### config.mk
export PLATFORM = sky130hd
export DESIGN_NAME = demux_1_to_8_capture
export DESIGN_NICKNAME = d
export VERILOG_FILES = /design/src/rtl/demux_1_to_8_capture.sv
export SDC_FILE = /design/constraint.sdc
export NUM_CORES = 1
export LEC_CHECK = 0
export CORE_ASPECT_RATIO = 1.1
export CORE_MARGIN = 3
export CORE_UTILIZATION = 40
export CTS_BUF_LIST = sky130_fd_sc_hd__clkbuf_4 sky130_fd_sc_hd__clkbuf_8
export CTS_CLUSTER_SIZE = 10
export DETAILED_ROUTE_END_ITERATION = 10
export DONT_BUFFER_PORTS = 1
export MAX_ROUTING_LAYER = met4
export PLACE_DENSITY = 0.57
export SYNTH_ARGS = -nofsm -noshare
export SYNTH_HDL_FRONTEND = slang
export SYNTH_SLANG_ARGS = --single-unit
### constraint.sdc
create_clock -name clk -period 2.5 [get_ports clk]
set_clock_uncertainty 0.15 [all_clocks]
set_input_delay 0.5 -clock clk [delete_from_list [all_inputs] [get_ports clk]]
set_output_delay 0.5 -clock clk [all_outputs]
set_load 0.03 [all_outputs]
### src/rtl/demux_1_to_8_capture.sv
// Steers a serial bit into a selected position of an 8-bit capture register and
// publishes the reassembled byte once every position of the frame has been written.
module demux_1_to_8_capture #(
  parameter bit IN_ORDER = 1'b0,
  parameter int TIMEOUT  = 16
) (
  input  logic       clk,
  input  logic       rst,
  input  logic       in,
  input  logic [2:0] sel,
  input  logic       valid,
  output logic [7:0] out,
  output logic [7:0] written,
  output logic [7:0] frame_word,
  output logic       frame_done,
  output logic       err_dup,
  output logic       timeout,
  output logic       state_dbg
);

  typedef enum logic {
    IDLE = 1'b0,
    FILL = 1'b1
  } state_t;

  localparam logic [7:0] IDLE_LAST = 8'(TIMEOUT - 1);

  state_t     state_q, state_d;
  logic [7:0] cnt_q, cnt_d;
  logic [2:0] exp_q, exp_d;
  logic [7:0] out_d, written_d, word_d;
  logic       done_d, dup_d, to_d;
  logic       bad_beat;

  assign state_dbg = state_q;

  // A beat is refused when it breaks ordering (strict mode) or repeats a position.
  assign bad_beat = IN_ORDER ? (sel != exp_q) : written[sel];

  always_comb begin
    state_d   = state_q;
    cnt_d     = cnt_q;
    exp_d     = exp_q;
    out_d     = out;
    written_d = written;
    word_d    = frame_word;
    done_d    = 1'b0;
    dup_d     = 1'b0;
    to_d      = 1'b0;
    if (valid) begin
      cnt_d = 8'd0;
      if (bad_beat) begin
        dup_d = 1'b1;
        if (IN_ORDER) begin
          written_d = 8'd0;
          exp_d     = 3'd0;
          state_d   = IDLE;
        end
      end else begin
        out_d[sel]     = in;
        written_d[sel] = 1'b1;
        exp_d          = exp_q + 3'd1;
        state_d        = FILL;
        // Completion is folded into the accepting edge so a new frame may follow at once.
        if (&written_d) begin
          word_d    = out_d;
          done_d    = 1'b1;
          written_d = 8'd0;
          exp_d     = 3'd0;
          state_d   = IDLE;
        end
      end
    end else if (state_q == FILL) begin
      if (cnt_q == IDLE_LAST) begin
        to_d      = 1'b1;
        written_d = 8'd0;
        cnt_d     = 8'd0;
        exp_d     = 3'd0;
        state_d   = IDLE;
      end else begin
        cnt_d = cnt_q + 8'd1;
      end
    end
  end

  always_ff @(posedge clk) begin
    if (rst) begin
      state_q    <= IDLE;
      cnt_q      <= 8'd0;
      exp_q      <= 3'd0;
      out        <= 8'd0;
      written    <= 8'd0;
      frame_word <= 8'd0;
      frame_done <= 1'b0;
      err_dup    <= 1'b0;
      timeout    <= 1'b0;
    end else begin
      state_q    <= state_d;
      cnt_q      <= cnt_d;
      exp_q      <= exp_d;
      out        <= out_d;
      written    <= written_d;
      frame_word <= word_d;
      frame_done <= done_d;
      err_dup    <= dup_d;
      timeout    <= to_d;
    end
  end

endmodule

Word level (Yosys, flattened, before mapping)
Cells that the tools add are included.

Register bits after elaboration: 36. Input port bits: 7. Output and inout port bits: 28. Logic and storage cells: 47.

Add/subtract/negate cells: 1. $lt $le $gt $ge: 2. Eq/ne operators: 2. Multiplexer cells: 19. Bitwise gates (word level): 4. Reduce and logical (&&, ||, !) cells: 11.

Operator list (number): 8-bit two-way mux (6); 1-bit two-way mux (10); 10-bit AND reduction (1); 8-bit by 1-bit adder with 8-bit output (second input constant) (1); 8-bit bitwise mux (1); 8-bit by 4-bit equality test with 1-bit output (second input constant) (1); 8-bit bitwise OR (1); 8-bit AND reduction (1); 3-bit OR reduction (2); 3-bit by 4-bit less-than comparator with 1-bit output (second input constant) (1); 2-bit nonzero test (2); 2-bit OR reduction (2); 1-bit binary-select mux with 3-bit select (1); 1-bit demux with 3-bit select (1); 3-bit by 1-bit >= comparator with 1-bit output (second input constant) (1); 1-bit NOT (3); 3-bit AND reduction (1); 2-bit != test (second input constant) (1); 2-bit AND reduction (1); 1-bit logical AND (1).

Depth between registers and ports, before layout
Gate-level depths: netlist of the first run.

Depth in word-level cells: 9. Depth in mapped cells: 8. Gate-level depth less buffers: 6.

Worst setup path before layout of the first run
OpenSTA, ideal clock, no wires.

Path kind: input-to-reg. From: in sel[0]. To: reg frame_word[6]. Setup time: 139 ps. Arrival time: 1808 ps. Data required time: 2211 ps. Slack: 403 ps. Stages: 7. Path buffers: 2. Cell sequence: buf_2 and3_1 o21ai_1 a22oi_4 buf_4 nand4_1 nor3b_2.

Word-level cells in the longest chain between the ends: 6. Elaborated cells on any way between the ends: 11.

Ends and longest elaborated chain: from (decl) (RTL line 10) `input logic [2:0] sel,`; 3-bit by 4-bit less-than comparator with 1-bit output (not written as such) / 3-bit by 1-bit >= comparator with 1-bit output (equally long branches) (RTL line 60, 61); 1-bit logical AND (not written as such) (RTL line 60, 61); 1-bit two-way mux (not written as such) (RTL line 60, 61); 1-bit demux with 3-bit select (RTL line 60, 61); 8-bit bitwise OR (no line); 10-bit AND reduction (no line); to (signal assigned) (RTL line 103) `frame_word <= word_d;`; to (decl) (RTL line 14) `output logic [7:0] frame_word,`.

Parallel ways exist; a longest one is shown, timed or not. The select of a mux whose other input is x is not followed. A chain may end at the register's enable or synchronous reset.

Worst setup path in the final report of the first run
From: reg written[2]. To: reg frame_word[0].

Word-level cells in the longest chain between the ends: 4. Elaborated cells on any way between the ends: 5.

Ends and longest elaborated chain: from (decl) (RTL line 13) `output logic [7:0] written,`; from (signal assigned) (RTL line 102) `written <= written_d;`; 1-bit binary-select mux with 3-bit select (RTL line 38) `assign bad_beat = IN_ORDER ? (sel != exp_q) : written[sel];`; 1-bit two-way mux (not written as such) (RTL line 38); 1-bit NOT (no line); 10-bit AND reduction (no line) *.

Mark *: on every way between the ends. The rest lies on a longest branch, timed or not. The select of a mux whose other input is x is not followed.

==> results of run 1 <==
-- worst max-delay path by stage --
stage,from,cells past startpoint,slack [ns],to
2_1_floorplan,sel[0],7,0.40,frame_word[6]
3_3_place_gp,sel[1],6,0.25,frame_word[0]
3_5_place_dp,sel[1],6,0.22,frame_word[0]
4_1_cts,written[2],6,0.37,frame_word[0]
5_1_grt,written[2],6,0.24,frame_word[0]
6_report,written[2],6,0.37,frame_word[0]
-- cells by family (layout without fill, tap and decap cells) --
logic type	count (synthesis)	after routing
buffers and inverters	14	15
AOI/OAI and AO/OA	33	33
and+or+nand+nor	80	80
muxes	18	18
xor gates and xnor gates	5	5
adders and majority gates	1	1
DFF	36	36
-- registers in the layout, indices dropped and copies added, names as in the netlist --
signal	cells
timeout	1
written	8
frame_done	1
out	8
cnt_q	8
state_dbg	1
frame_word	8
err_dup	1
-- metal layers --
metal,wire (µm),track usage [%]
met1,1670,17.8
met3,270,5.70
met5,0,-
met2,2090,28.0
met4,38,3.38
-- metrics by stage --
step	worst slack [ns]	util, %	hold WS, ns	cells	power (mW)
after floorplan	0.403	-	0.311	187	0.699
after global placement	0.248	43.3	0.325	237	0.698
after detailed placement	0.221	43.3	0.340	237	0.699
after CTS	0.367	44.9	0.127	242	1.06
after global routing	0.236	44.9	0.121	242	1.09
final	0.370	44.9	0.136	242	1.05
-- placed cells by master (no fill, tap or decap), types with 2 or more instances in the layout --
master / count
a22oi_4: 2
clkbuf_8: 5
nand2b_1: 11
xor2_1: 3
inv_1: 2
a21oi_1: 2
nand4_1: 10
and3b_1: 3
a31oi_1: 8
a221oi_1: 2
buf_4: 8
xnor2_1: 2
mux2i_1: 17
and3_1: 3
o21ai_1: 5
nor3b_2: 10
a32o_1: 8
dfxtp_1: 36
nand2_1: 18
nor2_1: 14
nor2b_1: 3
-- layout make-up --
| type | count | area [µm²] | area share (%) |
|---|---|---|---|
| multi-input cells | 137 | 1040 | 52.9 |
| flip-flops and latches | 36 | 721 | 36.7 |
| clock buffers | 5 | 68.8 | 3.50 |
| well taps | 54 | 67.6 | 3.44 |
| repair buffers | 8 | 60.1 | 3.06 |
| inverters | 2 | 7.51 | 0.382 |
-- worst max-delay path, cell delays in order (launching register included) --
cell and delay, ns:
dfxtp_1 0.44, nor2b_1 0.20, a221oi_1 0.34, o211a_1 0.26, buf_4 0.27, nand4_1 0.16, nor3b_2 0.18
-- report_power, final --
group          leakage, nW  switching, mW  internal, mW
combinational        0.364         0.0431        0.0344
sequential           0.291         0.0253         0.583
clock               0.0359          0.180         0.179
==> flow_summary_export.csv, run 1 <==
group,metric,value,unit
timing,finalCritPeriodShare,85.2,%
pwr,power_density,532,nW/µm²
pwr,power_leakage,0.691,nW
cts,numCtsBuffers,5,
status,outcome,"completed",
die,initial_core_util,42.4,%
synthesis,synth_mux_area_share,9.78,%
detailed_routing,vias,1430,
global_route,antenna_found_initial,0,
global_route,grt_use_total,16.1,%
critical_path,r2r-end,"frame_word[0]",
detailed_routing,drc_errors,0,
worst_hold_path,hold_path_class,"in2reg",
synthesis,synth_nets,195,
global_route,grt_pass1_vias,1399,
timing,maxSlewViolCount,0,
synthesis,synth_seq_cells,36,
detailed_routing,ant_nets,0,
synthesis,synth_flop_cell,"dfxtp_1",
cells_and_area,diodes,0,
cells_and_area,num-nets-final,198,
synthesis,syn_area,1860,µm²
die,fp.dieH,77.4,µm
detailed_routing,routed_wirelength,4060,µm
cells_and_area,drive_gt1_share,16.0,%
synthesis,synth_compound_area_share,15.4,%
synthesis,yosysSeqAreaShare,38.8,%
detailed_routing,drt_iter0_markers,32,
synthesis,synthXorXnorAreaFrac,2.36,%
die,ioPinCount,35,
synthesis,synth_top_area_cell,"dfxtp_1",
synthesis,avgSynthCellArea,9.92,µm²
cts,h-tree-depth,2,
synthesis,synth_edf_count,0,
critical_path,cp.required,2.52,ns
timing,tns,0,ns
cts,clk_latency,0.28,ns
detailed_routing,vias_per_cell,5.91,
placement,dp_hpwl,3030,µm
cts,cts_sinks,36,
timing,hold_viol,0,
timing,layout_min_cycle_time,2.13,ns
synthesis,synthTopCellsByArea,"dfxtp_1 (39%), mux2i_1 (9.2%), nor3b_2 (6.7%), a32o_1 (4.3%), nand2b_1 (3.7%)",
global_route,overflow,0,
timing,fmax,469,MHz
synthesis,yosysMostFrequentCell,"dfxtp_1",
worst_hold_path,worstHoldStart,"rst",
placement,portBuffers,0,
cts,tritoncts,"done",
critical_path,critPathArrivalTime,2.15,ns
worst_hold_path,min_to,"frame_done",
cells_and_area,design_area,1960,µm²
synthesis,syn_inst,187,
die,die-area,5490,µm²
cts,cts_buffer_depth,2,
critical_path,crit_type,"reg2reg",
critical_path,crit_fanout,24,
detailed_routing,drt_first_pass_iters,4,
critical_path,crit_path_start_kind,"flop",
synthesis,synth_simple_gate_area_share,27.8,%
cts,post_cts_resized,0,
critical_path,reg2regPathDepth,6,
cts,clockRootBuffer,"clkbuf_8",
timing,grt_setup_unrepaired,"no",
cts,postCtsSetupRepairBufs,0,
cts,clk_pin_slew_worst_paths,0.07,ns
flow_run,maxCapViolations,0,
cells_and_area,syn_to_final_growth,5.87,%
global_route,grt_max_degree,25,
synthesis,synth_adder_area_share,0.674,%
critical_path,cp-end-kind,"flop",
timing,worst_slew_pin_slew,0.565,ns
worst_hold_path,hold_path_depth,1,
die,coreArea,4380,µm²
synthesis,yosys_warnings,0,
synthesis,synth_top_family_by_area,"simple AND/OR/NAND/NOR gates",
placement,dpl_cell_area,1900,µm²
cells_and_area,fillers,429,
synthesis,synth.top_cell.area_share,38.8,%
timing,slew-limit-headroom,62.2,%
cts,hold_buffers,0,
critical_path,r2r_start,"written[2]",
synthesis,ys_async_sr_fraction,0,%
timing,setup_viol,0,
placement,place_congestion,0.936,
global_route,grt_pass1_wl,6900,µm
critical_path,ff2ff_setup_slack,0.37,ns
die,die_width,70.9,µm
detailed_routing,avgRoutedWirePerCell,16.8,µm
synthesis,ys_types,40,
pwr,vdd_ir_drop_max,0.287,mV
synthesis,synth_common_cells,"dfxtp_1 (36), nand2_1 (18), mux2i_1 (17), nor2_1 (14), nand2b_1 (11)",
die,row_count,25,
(Power assumes the default switching activity.)
==> run 2: changes to the inputs <==
--- a/config.mk
+++ b/config.mk
@@ -6,7 +6,6 @@
 export NUM_CORES = 1
 export LEC_CHECK = 0
 export CORE_ASPECT_RATIO = 1.1
-export CORE_MARGIN = 3
 export CORE_UTILIZATION = 40
 export CTS_BUF_LIST = sky130_fd_sc_hd__clkbuf_4 sky130_fd_sc_hd__clkbuf_8
 export CTS_CLUSTER_SIZE = 10
==> flow_summary_export.csv, run 2 (same netlist as run 1, synthesis figures left out) <==
group,metric,value,unit
cts,postCtsSetupRepairBufs,0,
placement,dpl_cell_area,1890,µm²
detailed_routing,dr_wl_met3,210,µm
status,outcome,"completed",
critical_path,ff2ff_setup_slack,0.42,ns
worst_hold_path,hold_path_class,"in2reg",
pwr,power_leakage,0.700,nW
cts,clk_latency,0.28,ns
detailed_routing,drt_iter0_markers,62,
timing,fmax,482,MHz
cells_and_area,diodes,0,
cells_and_area,drive_gt1_share,16.4,%
critical_path,critPathArrivalTime,2.10,ns
pwr,power_density,566,nW/µm²
cts,hold_buffers,0,
critical_path,cp_slowest_cell,"dfxtp_1",
pwr,vdd_ir_drop_max,0.274,mV
cells_and_area,most-common-layout-cells,"dfxtp_1 (36), nand2_1 (18), mux2i_1 (17), nor2_1 (14), nand2b_1 (11)",
detailed_routing,vias_per_cell,5.81,
detailed_routing,vias,1413,
cts,cts_buffer_depth,2,
critical_path,cp-end-kind,"flop",
critical_path,worstSetupEndpoint,"frame_word[3]",
global_route,grt_max_degree,25,
critical_path,crit_type,"reg2reg",
placement,dp.cells,236,
timing,slew-limit-headroom,60.7,%
timing,grt_setup_unrepaired,"no",
placement,portBuffers,0,
timing,tns,0,ns
die,row_count,25,
die,initial_core_util,42.4,%
placement,place_congestion,0.912,
timing,setup_viol,0,
cells_and_area,design_area,1980,µm²
timing,maxSlewViolCount,0,
critical_path,crit_fanout,24,
cells_and_area,final_cells,243,
cts,cts_sinks,36,
cts,tritoncts,"done",
detailed_routing,top_layer,"met4",
critical_path,reg2regPathDepth,6,
critical_path,critPathBufInv,1,
critical_path,r2r-end,"frame_word[3]",
critical_path,cp.depth,6,
flow_run,maxCapViolations,0,
cells_and_area,utilization,45.3,%
detailed_routing,wl_met1,1770,µm
cts,numCtsBuffers,5,
timing,layout_min_cycle_time,2.08,ns
detailed_routing,dr_wl_met2,1950,µm
cts,post_cts_resized,0,
global_route,overflow,0,
placement,dp_hpwl,2910,µm
cts,clk_pin_slew_worst_paths,0.07,ns
timing,finalCritPeriodShare,83.1,%
critical_path,worstSetupStartpoint,"written[2]",
die,ioPinCount,35,
die,die_width,66.9,µm
critical_path,cp.required,2.52,ns
cts,h-tree-depth,2,
critical_path,crit_path_start_kind,"flop",
detailed_routing,routed_wirelength,4010,µm
global_route,grt_pass1_wl,6690,µm
detailed_routing,drc_errors,0,
cells_and_area,final_common_cell,"dfxtp_1",
timing,worst_slew_pin_slew,0.588,ns
global_route,grt_use_total,18.7,%
critical_path,r2r_start,"written[2]",
cells_and_area,num-nets-final,197,
detailed_routing,ant_nets,0,
cells_and_area,syn_to_final_growth,6.95,%
die,die-area,4920,µm²
critical_path,cp_cell_sequence,"nor2b_1 -> a221oi_1 -> o211a_1 -> buf_4 -> nand4_1 -> nor3b_2",
detailed_routing,drt_first_pass_iters,4,
timing,hold_viol,0,
critical_path,cpPeakStageDelay,0.43,ns
detailed_routing,avgRoutedWirePerCell,16.5,µm
critical_path,critical_path.top_delay_family,"compound AO/OA/AOI/OAI gates",
global_route,antenna_found_initial,0,
cts,clockRootBuffer,"clkbuf_8",
die,coreArea,4380,µm²
global_route,grt_pass1_vias,1356,
die,fp.dieH,73.4,µm
-- run 2: cell types whose count changed in the layout (fill, tap and decap cells not counted), sizes merged --
cell and change:
clkbuf +2, buf -1
-- run 2: cell type report --
type	instances	area (µm²)
fill	448	2390
tap	54	67.6
timing repair buffer	7	52.6
clock buffer	7	96.3
sequential	36	721
inverter	2	7.51
multi-input combinational	137	1040
-- run 2: power by group --
part           total [mW]  switching (mW)  internal [mW]
logic              0.0774          0.0438         0.0337
registers           0.608          0.0252          0.583
clock network       0.438           0.193          0.245
-- run 2: through the flow --
stage	power, mW	hold WS, ns	worst slack [ns]
2_1_floorplan	0.699	0.311	0.403
3_3_place_gp	0.696	0.324	0.257
3_5_place_dp	0.699	0.333	0.257
4_1_cts	1.14	0.125	0.423
5_1_grt	1.17	0.121	0.223
6_report	1.12	0.138	0.424
-- run 2: per-layer routing --
metal  global-route usage [%]  vias up
li1                         -      692
met3                     4.66        9
met4                     8.51        0
met2                     29.0       34
met1                     22.7      678
met5                        -        -
-- run 2: worst min-delay path by stage --
stage,start,to,slack (ns),depth (start not counted)
2_1_floorplan,cnt_q[1],cnt_q[1],0.31,2
3_5_place_dp,cnt_q[1],cnt_q[1],0.33,2
6_report,rst,frame_word[2],0.14,1
5_1_grt,rst,frame_word[1],0.12,1
4_1_cts,rst,frame_word[2],0.13,1
3_3_place_gp,cnt_q[1],cnt_q[1],0.32,2
-- run 2: worst register-to-register path: cells and delay by family (launching register included) --
| family | cells | cell delay (ns) |
|---|---|---|
| AO/OA/AOI/OAI | 2 | 0.63 |
| AND/OR/NAND/NOR | 3 | 0.49 |
| buffers and inverters | 1 | 0.27 |
| flip-flops | 1 | 0.43 |
